$ cat src/rtl/alu_pkg.sv
// Shared definitions for the sequential Hack-style ALU: control-word bit
// positions and the controller state encoding.
package alu_pkg;

  // Bit positions inside ctrl = {zx, nx, zy, ny, f, no}
  localparam int CTRL_ZX = 5;
  localparam int CTRL_NX = 4;
  localparam int CTRL_ZY = 3;
  localparam int CTRL_NY = 2;
  localparam int CTRL_F  = 1;
  localparam int CTRL_NO = 0;

  typedef enum logic {
    IDLE = 1'b0,
    MUL  = 1'b1
  } state_t;

endpackage

$ cat src/rtl/alu_cond.sv
// Operand conditioning stage: optional zeroing followed by optional bitwise
// inversion, as used on both ALU inputs.
module alu_cond #(
  parameter int WIDTH = 16
) (
  input  logic [WIDTH-1:0] d,
  input  logic             z,
  input  logic             n,
  output logic [WIDTH-1:0] q
);

  logic [WIDTH-1:0] zeroed;

  assign zeroed = z ? '0 : d;
  assign q      = n ? ~zeroed : zeroed;

endmodule

$ cat src/rtl/alu_seq.sv
// Hack-style ALU with a valid/ready handshake on both sides, single-cycle
// AND/ADD and an optional multi-cycle shift-add multiply.
module alu_seq
  import alu_pkg::*;
#(
  parameter int WIDTH  = 16,
  parameter int MUL_EN = 1
) (
  input  logic             clk,
  input  logic             rst_n,
  input  logic             in_valid,
  output logic             in_ready,
  input  logic [WIDTH-1:0] x,
  input  logic [WIDTH-1:0] y,
  input  logic [5:0]       ctrl,
  input  logic             mul,
  output logic             out_valid,
  input  logic             out_ready,
  output logic [WIDTH-1:0] out,
  output logic             zr,
  output logic             ng,
  output logic             cy,
  output logic             busy
);

  localparam int CW = (WIDTH > 1) ? $clog2(WIDTH) : 1;

  state_t           state, state_next;
  logic [CW-1:0]    cnt;
  logic [WIDTH-1:0] xc, yc;
  logic [WIDTH-1:0] sum, fn_res, single_res;
  logic             sum_cy, single_cy;
  logic [WIDTH-1:0] mcand, mplier, acc, acc_step, mul_res;
  logic             mul_no;
  logic             mul_sel, accept, last_iter;

  alu_cond #(.WIDTH(WIDTH)) u_cond_x (
    .d (x),
    .z (ctrl[CTRL_ZX]),
    .n (ctrl[CTRL_NX]),
    .q (xc)
  );

  alu_cond #(.WIDTH(WIDTH)) u_cond_y (
    .d (y),
    .z (ctrl[CTRL_ZY]),
    .n (ctrl[CTRL_NY]),
    .q (yc)
  );

  // With MUL_EN=0 this is constant 0, so the whole multiply path folds away.
  assign mul_sel   = (MUL_EN != 0) && mul;
  assign accept    = in_valid && in_ready;
  assign last_iter = (state == MUL) && (cnt == CW'(WIDTH - 1));

  // Single-cycle path: AND or ADD, carry taken before the output inversion.
  assign {sum_cy, sum} = {1'b0, xc} + {1'b0, yc};
  assign fn_res        = ctrl[CTRL_F] ? sum : (xc & yc);
  assign single_res    = ctrl[CTRL_NO] ? ~fn_res : fn_res;
  assign single_cy     = ctrl[CTRL_F] & sum_cy;

  // One shift-add step; the final step's sum is the product written out.
  assign acc_step = mplier[0] ? (acc + mcand) : acc;
  assign mul_res  = mul_no ? ~acc_step : acc_step;

  // NOTE: sequential state uses non-blocking assignments so every register
  // samples pre-edge values regardless of process ordering.
  always_ff @(posedge clk or negedge rst_n) begin
    if (!rst_n) state <= IDLE;
    else        state <= state_next;
  end

  // NOTE: every output of this block gets a default first, so no path can
  // leave a signal unassigned and infer a latch.
  always_comb begin
    state_next = state;
    in_ready   = 1'b0;
    busy       = 1'b0;
    case (state)
      IDLE: begin
        in_ready = !out_valid || out_ready;
        if (accept && mul_sel) state_next = MUL;
      end
      MUL: begin
        busy = 1'b1;
        if (last_iter) state_next = IDLE;
      end
      default: state_next = IDLE;
    endcase
  end

  // Multiply datapath: operands captured on accept, then shifted each cycle.
  always_ff @(posedge clk or negedge rst_n) begin
    if (!rst_n) begin
      cnt    <= '0;
      mcand  <= '0;
      mplier <= '0;
      acc    <= '0;
      mul_no <= 1'b0;
    end else if (accept && mul_sel) begin
      cnt    <= '0;
      mcand  <= xc;
      mplier <= yc;
      acc    <= '0;
      mul_no <= ctrl[CTRL_NO];
    end else if (state == MUL) begin
      cnt    <= last_iter ? '0 : cnt + 1'b1;
      mcand  <= mcand << 1;
      mplier <= mplier >> 1;
      acc    <= acc_step;
    end
  end

  // Result registers: a write always wins over a consumer pop on the same edge.
  always_ff @(posedge clk or negedge rst_n) begin
    if (!rst_n) begin
      out       <= '0;
      zr        <= 1'b1;
      ng        <= 1'b0;
      cy        <= 1'b0;
      out_valid <= 1'b0;
    end else if (accept && !mul_sel) begin
      out       <= single_res;
      zr        <= (single_res == '0);
      ng        <= single_res[WIDTH-1];
      cy        <= single_cy;
      out_valid <= 1'b1;
    end else if (last_iter) begin
      out       <= mul_res;
      zr        <= (mul_res == '0);
      ng        <= mul_res[WIDTH-1];
      cy        <= 1'b0;
      out_valid <= 1'b1;
    end else if (out_ready) begin
      out_valid <= 1'b0;
    end
  end

endmodule

$ cat config.mk
export PLATFORM = sky130hd
export DESIGN_NAME = alu_seq
export DESIGN_NICKNAME = d
export VERILOG_FILES = /design/src/rtl/alu_pkg.sv /design/src/rtl/alu_cond.sv /design/src/rtl/alu_seq.sv
export SDC_FILE = /design/constraint.sdc
export NUM_CORES = 1
export LEC_CHECK = 0
export ABC_AREA = 1
export ABC_CLOCK_PERIOD_IN_PS = 5900
export BUFFER_PORTS_ARGS = -buffer_cell sky130_fd_sc_hd__buf_4
export CORE_ASPECT_RATIO = 0.6
export CORE_MARGIN = 4
export CORE_UTILIZATION = 50
export DETAILED_ROUTE_END_ITERATION = 7
export PLACE_DENSITY = 0.77
export SLEW_MARGIN = 20
export SYNTH_ARGS = -nofsm -noshare
export SYNTH_HDL_FRONTEND = slang
export SYNTH_SLANG_ARGS = --single-unit
$ cat constraint.sdc
create_clock -name clk -period 5.9 [get_ports clk]
set_input_delay 0.885 -clock clk [delete_from_list [all_inputs] [get_ports clk]]
set_output_delay 0.885 -clock clk [all_outputs]
set_load 0.01 [all_outputs]
; ---- After elaboration in Yosys (flattened, before gate mapping)
; Cells that the tools add are included.
[totals]
inputBits = 43
out_inout_bits = 22
word_cells = 67
regBits = 74
[classes]
muxes = 33
reduce_logical = 12
bitwise_logic = 7
eq_ne = 1
add_sub_neg = 3
[op_table]
columns = cell, n
row1 = $mux W16, 16
row2 = $not A16 Y16, 4
row3 = $logic_not A16 Y1, 2
row4 = $add A16 B16 Y17, 1
row5 = $add A16 B16 Y16, 1
row6 = $and A16 B16 Y16, 1
row7 = $mux W1, 13
row8 = $mux W4, 3
row9 = $add A4 B1 Y4 const B, 1
row10 = $eq A4 B4 Y1 const B, 1
row11 = $logic_and A1 B1 Y1, 4
row12 = $reduce_bool A2 Y1, 2
row13 = $reduce_bool A3 Y1, 1
row14 = $logic_not A1 Y1, 2
row15 = $pmux W1 S2, 1
row16 = $and A1 B1 Y1, 1
row17 = $logic_or A1 B1 Y1, 1
row18 = $not A1 Y1, 1

; ---- Logic depth before layout (Yosys ltp)
[logic_depth]
ltp_word = 9
depth_mapped = 25
ltp_nobuf = 25

; ---- Modules after synthesis
; From an unflattened synthesis, not the netlist that was laid out.
[unflattened]
cells_unflattened = 1098
area_unflattened_um2 = 6936.7
[by_module_without_submodules]
columns = module, n_inst, cells_each, seq_area_each_um2, area_per_inst_um2
row1 = alu_seq, 1, 954, 1828.0, 6138.4
row2 = alu_cond, 2, 72, 0.0, 399.1

; ---- Worst setup path before layout
; No wires, ideal clock.
[synth_timing]
kind = in2reg
start = input ctrl[5]
end = register zr
stages = 22
n_path_buf = 1
required_ns = 5.839
slack_ns = 2.573
setup_time_ns = 0.061
arrival_time_ns = 3.266
path_cell_list = inv_2 > buf_2 > nand2_1 > xor2_1 > ha_1 > inv_1 > fa_1 > xor2_1 > nand2_1 > o21ai_0 > xor2_1 > nor3b_1 > nand3_1 > nor2_1 > nand2_1 > nor2_1 > nand2_1 > nor2_1 > nand3_1 > nand2_1 > nand2_1 > nand2_1
[synth_via]
elab_chain_len = 9
elab_cells_between_ends = 10
classes_between = add/sub (1) / mux (5) / bitwise (3) / reduce/logical (1)
[synth_rtl]
columns = item, line
row1 = from (decl), alu_seq.sv:15  ; input logic [5:0] ctrl,
row2 = $mux W16 (*), alu_cond.sv:14  ; assign zeroed = z ? '0 : d;
row3 = $not A16 Y16, alu_cond.sv:15  ; assign q = n ? ~zeroed : zeroed;
row4 = $mux W16 (*), alu_cond.sv:15
row5 = $add A16 B16 Y17 or $and A16 B16 Y16 (tied branches), "alu_seq.sv:57, alu_seq.sv:58"
row6 = $mux W16 (*), alu_seq.sv:58  ; assign fn_res = ctrl[CTRL_F] ? sum : (xc & yc);
row7 = $not A16 Y16, alu_seq.sv:59  ; assign single_res = ctrl[CTRL_NO] ? ~fn_res : fn_res;
row8 = $mux W16 (*), alu_seq.sv:59
row9 = $logic_not A16 Y1 (*), alu_seq.sv:124  ; zr <= (single_res == '0);
row10 = $mux W1 (*), alu_seq.sv:122  ; end else if (accept && !mul_sel) begin
row11 = to (signal assigned), alu_seq.sv:124
row12 = to (signal assigned), alu_seq.sv:130  ; zr <= (mul_res == '0);
row13 = to (decl), alu_seq.sv:20  ; output logic zr,
; Every way passes the cells marked *; elsewhere a longest branch is shown, timed or not.
; A chain may end at the register's enable or synchronous reset.

; ---- Worst setup path in the final report
; Same ends and word-level chain as after synthesis.

==> impl_metrics.csv <==
group,metric,value,unit
status,status,"complete, no violations",
power,power_density,452,mW/mm^2
place,dp_hpwl,14900,microns
cells_and_area,nFillCells,1161,
synth,ys_types,47,
cts,cts_buffers,9,
synth,netlist_area,0.00651,sq mm
setup_path,worstReg2RegStart,"state",
sta,finalHoldViolCount,0,
cts,cts.htree.levels,3,
setup_path,r2r_cells,8,
synth,syn_avg_cell_area,6.74,sq um
sta,setup_viol,0,
place,portBuffers,64,
cts,cts_setup_buffers,0,
detailed_routing,wl_per_cell,16.5,microns
synth,async_flop_share,1.00,
grt,grt_pass1_wl,31400,microns
die,die_w,155,microns
grt,grt_antenna_before_repair,0,
sta,setup_tns,0,ns
cts,cts_buffer_depth,2,
power,p_comb_frac,0.560,
sta,min_period,3.61,ns
power,p_switching,1.58,mW
synth,synth_top_area_cell,"dfrtp_1",
grt,grt_start_max_net_pins,74,
cells_and_area,antennaDiodeCount,0,
detailed_routing,drt_iter0_drc,661,
synth,synth-edff-count,0,
power,vdd_drop_max,0.000435,V
cells_and_area,fin_nets,1080,
setup_path,crit_arrival,3.90,ns
die,die_h,96.4,microns
synth,synth_cells,966,
detailed_routing,drt-met1-wl,9170,microns
sta,max_freq,0.277,GHz
power,p_seq_frac,0.272,
synth,synth-seq-area-share,0.281,
cts,cts_resized,0,
setup_path,timing.rr.end,"out[1]",
power,finalPower,3.29,mW
setup_path,cp-end-kind,"register",
cells_and_area,area_delta_synth_final,11.9,%
detailed_routing,top_layer_used,"met4",
min_path,hp-class,"register to register",
sta,min_period_over_period,0.613,
die,fp.coreArea,0.0124,sq mm
setup_path,worstSetupPathType,"primary input to register",
min_path,min_path_cells,2,
synth,synth_top_area_frac,0.277,
synth,synth.area.top_cells,"dfrtp_1 28%, nand2_1 19%, nand3_1 8.2%",
cts,hold_buffers,0,
setup_path,cp.required,6.18,ns
die,dieArea,0.0150,sq mm
detailed_routing,antenna_left,0,
synth,ys.flop_type,"dfrtp_1",
sta,slew_headroom,0.347,
detailed_routing,route.met2.wl,7490,microns
cts,clk_pin_slew,0.06,ns
setup_path,r2r_slack,2.43,ns
setup_path,start_kind,"primary input",
grt,track_usage,0.264,
sta,rsz0062_at_grt,"false",
cts,cts_tree,"done",
die,rows,31,
run,drv_cap,0,
place,place_congestion,0.967,
detailed_routing,vias_per_cell,5.73,
detailed_routing,routed_wl,19400,microns
detailed_routing,dr.pass1.iters,7,
sta,final_max_slew_viol_count,0,
synth,ys.warnings.count,0,
cts,clk_latency,0.34,ns
power,swShare,0.479,
min_path,holdPathEnd,"out[7]",
sta,worst_slew_pin_slew,0.974,ns
detailed_routing,wl_met3,2340,microns
die,io-pin-count,65,
grt,grt_pass1_vias,6058,
power,internal-power,1.72,mW
min_path,min_from,"out[7]",
grt,overflow,0,
sta,fin_skew,0.00618,ns
setup_path,crit_path_max_fanout,26,
detailed_routing,vias,6718,
cells_and_area,drive_gt1_frac,0.151,
synth,synth-seq-cells,73,
cts,cts_num_sinks,73,
die,start_util,0.525,
power,power.clock.fraction,0.168,
power,p_leak,3.83,nW
synth,syn-num-nets,1043,
cts,cts_root_buf,"clkbuf_16",
detailed_routing,drc,0,
synth_stat cells, types with 3 or more instances:
library cell,instances
a21oi_1,27
o22ai_1,12
nand2_1,325
o21ai_0,34
nor3_1,8
a21o_1,3
o211ai_1,8
buf_1,3
nand2_2,26
nand3_2,6
a31oi_1,4
or2_2,6
ha_1,32
dfrtp_1,72
buf_2,8
a22o_1,3
o31ai_1,3
a22oi_1,9
clkbuf_1,21
nand3_1,107
inv_1,99
nor2_2,4
o221ai_1,25
nand2_4,4
nor2_1,28
a21oi_2,3
nand3b_1,6
clkinv_1,4
buf_6,4
nand4_1,6
inv_2,11
xor2_1,33
critical path: stages:
cell     delay (ns)
buf_4          0.11
inv_2          0.32
nand2_1        0.13
xor2_1         0.22
ha_1           0.20
inv_1          0.07
fa_1           0.47
nand2_1        0.05
o21ai_0        0.13
xor2_1         0.17
nand2_1        0.08
nor3b_1        0.21
nand3_1        0.10
nor2_1         0.11
nand2_1        0.06
nor2_1         0.16
nand2_1        0.08
nor2_1         0.09
nand3_1        0.09
nand2_1        0.07
nand2_1        0.05
nand2_1        0.06
area by class of cell:
class	instances	area (sq um)	area share
inverter	115	437	0.0599
tap	165	206	0.0283
clock buffer	9	225	0.0309
sequential	73	1830	0.251
clock inverter	7	70.1	0.00961
timing repair buffer	66	495	0.0680
multi-input combinational	738	4030	0.552
placed cells by master (no fill, tap or decap), drive strengths merged, types with 9 or more instances in the layout:
cell type  netlist  layout
xor2            33      33
o221ai          25      25
a21oi           30      30
a22oi            9       9
nor2            34      34
o21ai           36      36
dfrtp           72      72
clkbuf          21       9
ha              32      32
nor3             9       9
nand2          355     355
inv            111     112
buf             19      66
nand3          113     113
o22ai           12      12
state kept, by name, summed over array words and instances (netlist names):
name       flops
out           16
state          1
zr             1
mcand         16
acc           16
mul_no         1
out_valid      1
cy             1
cnt            4
mplier        16
how the worst max path moves through the flow:
stage	startpoint	endpoint	slack, ns
final	ctrl[5]	zr	2.29
after global routing	ctrl[5]	zr	1.89
after CTS	ctrl[5]	zr	2.35
after detailed placement	ctrl[5]	zr	2.05
after global placement	ctrl[5]	zr	2.11
after floorplan	ctrl[5]	zr	2.57
routing by layer:
metal  track usage  vias to the layer above
met2         0.364                      391
met3        0.0752                       35
met1         0.407                     3038
met5             0                        -
li1              -                     3254
met4        0.0575                        0
cell families after synthesis:
logic type	count (synthesis)	synth area share
simple gates	532	0.364
mux	2	0.00307
buf+inv	155	0.102
xor+xnor	35	0.0471
fa+ha+maj	34	0.0676
flops	73	0.281
compound gates	135	0.136
per-stage QoR:
stage / hold slack, ns / instances / util / setup WS (ns) / instance area [sq um]
after CTS: 0.492 / 1173 / 0.587 / 2.35 / 7290
after global routing: 0.505 / 1173 / 0.587 / 1.89 / 7290
final: 0.486 / 1173 / 0.587 / 2.29 / 7290
after global placement: 0.471 / 1157 / 0.563 / 2.11 / 6990
after floorplan: 0.460 / 966 / - / 2.57 / 6510
after detailed placement: 0.476 / 1157 / 0.563 / 2.05 / 6990
power groups by stage:
stage	combinational [mW]	sequential, mW	clock (mW)
detailed placement	1.80	0.898	0
CTS	1.81	0.891	0.559
global placement	1.76	0.893	0
floorplan	1.33	0.852	0
finish	1.84	0.896	0.554
global route	2.08	0.921	0.580
Power figures use the tool's default switching activity.
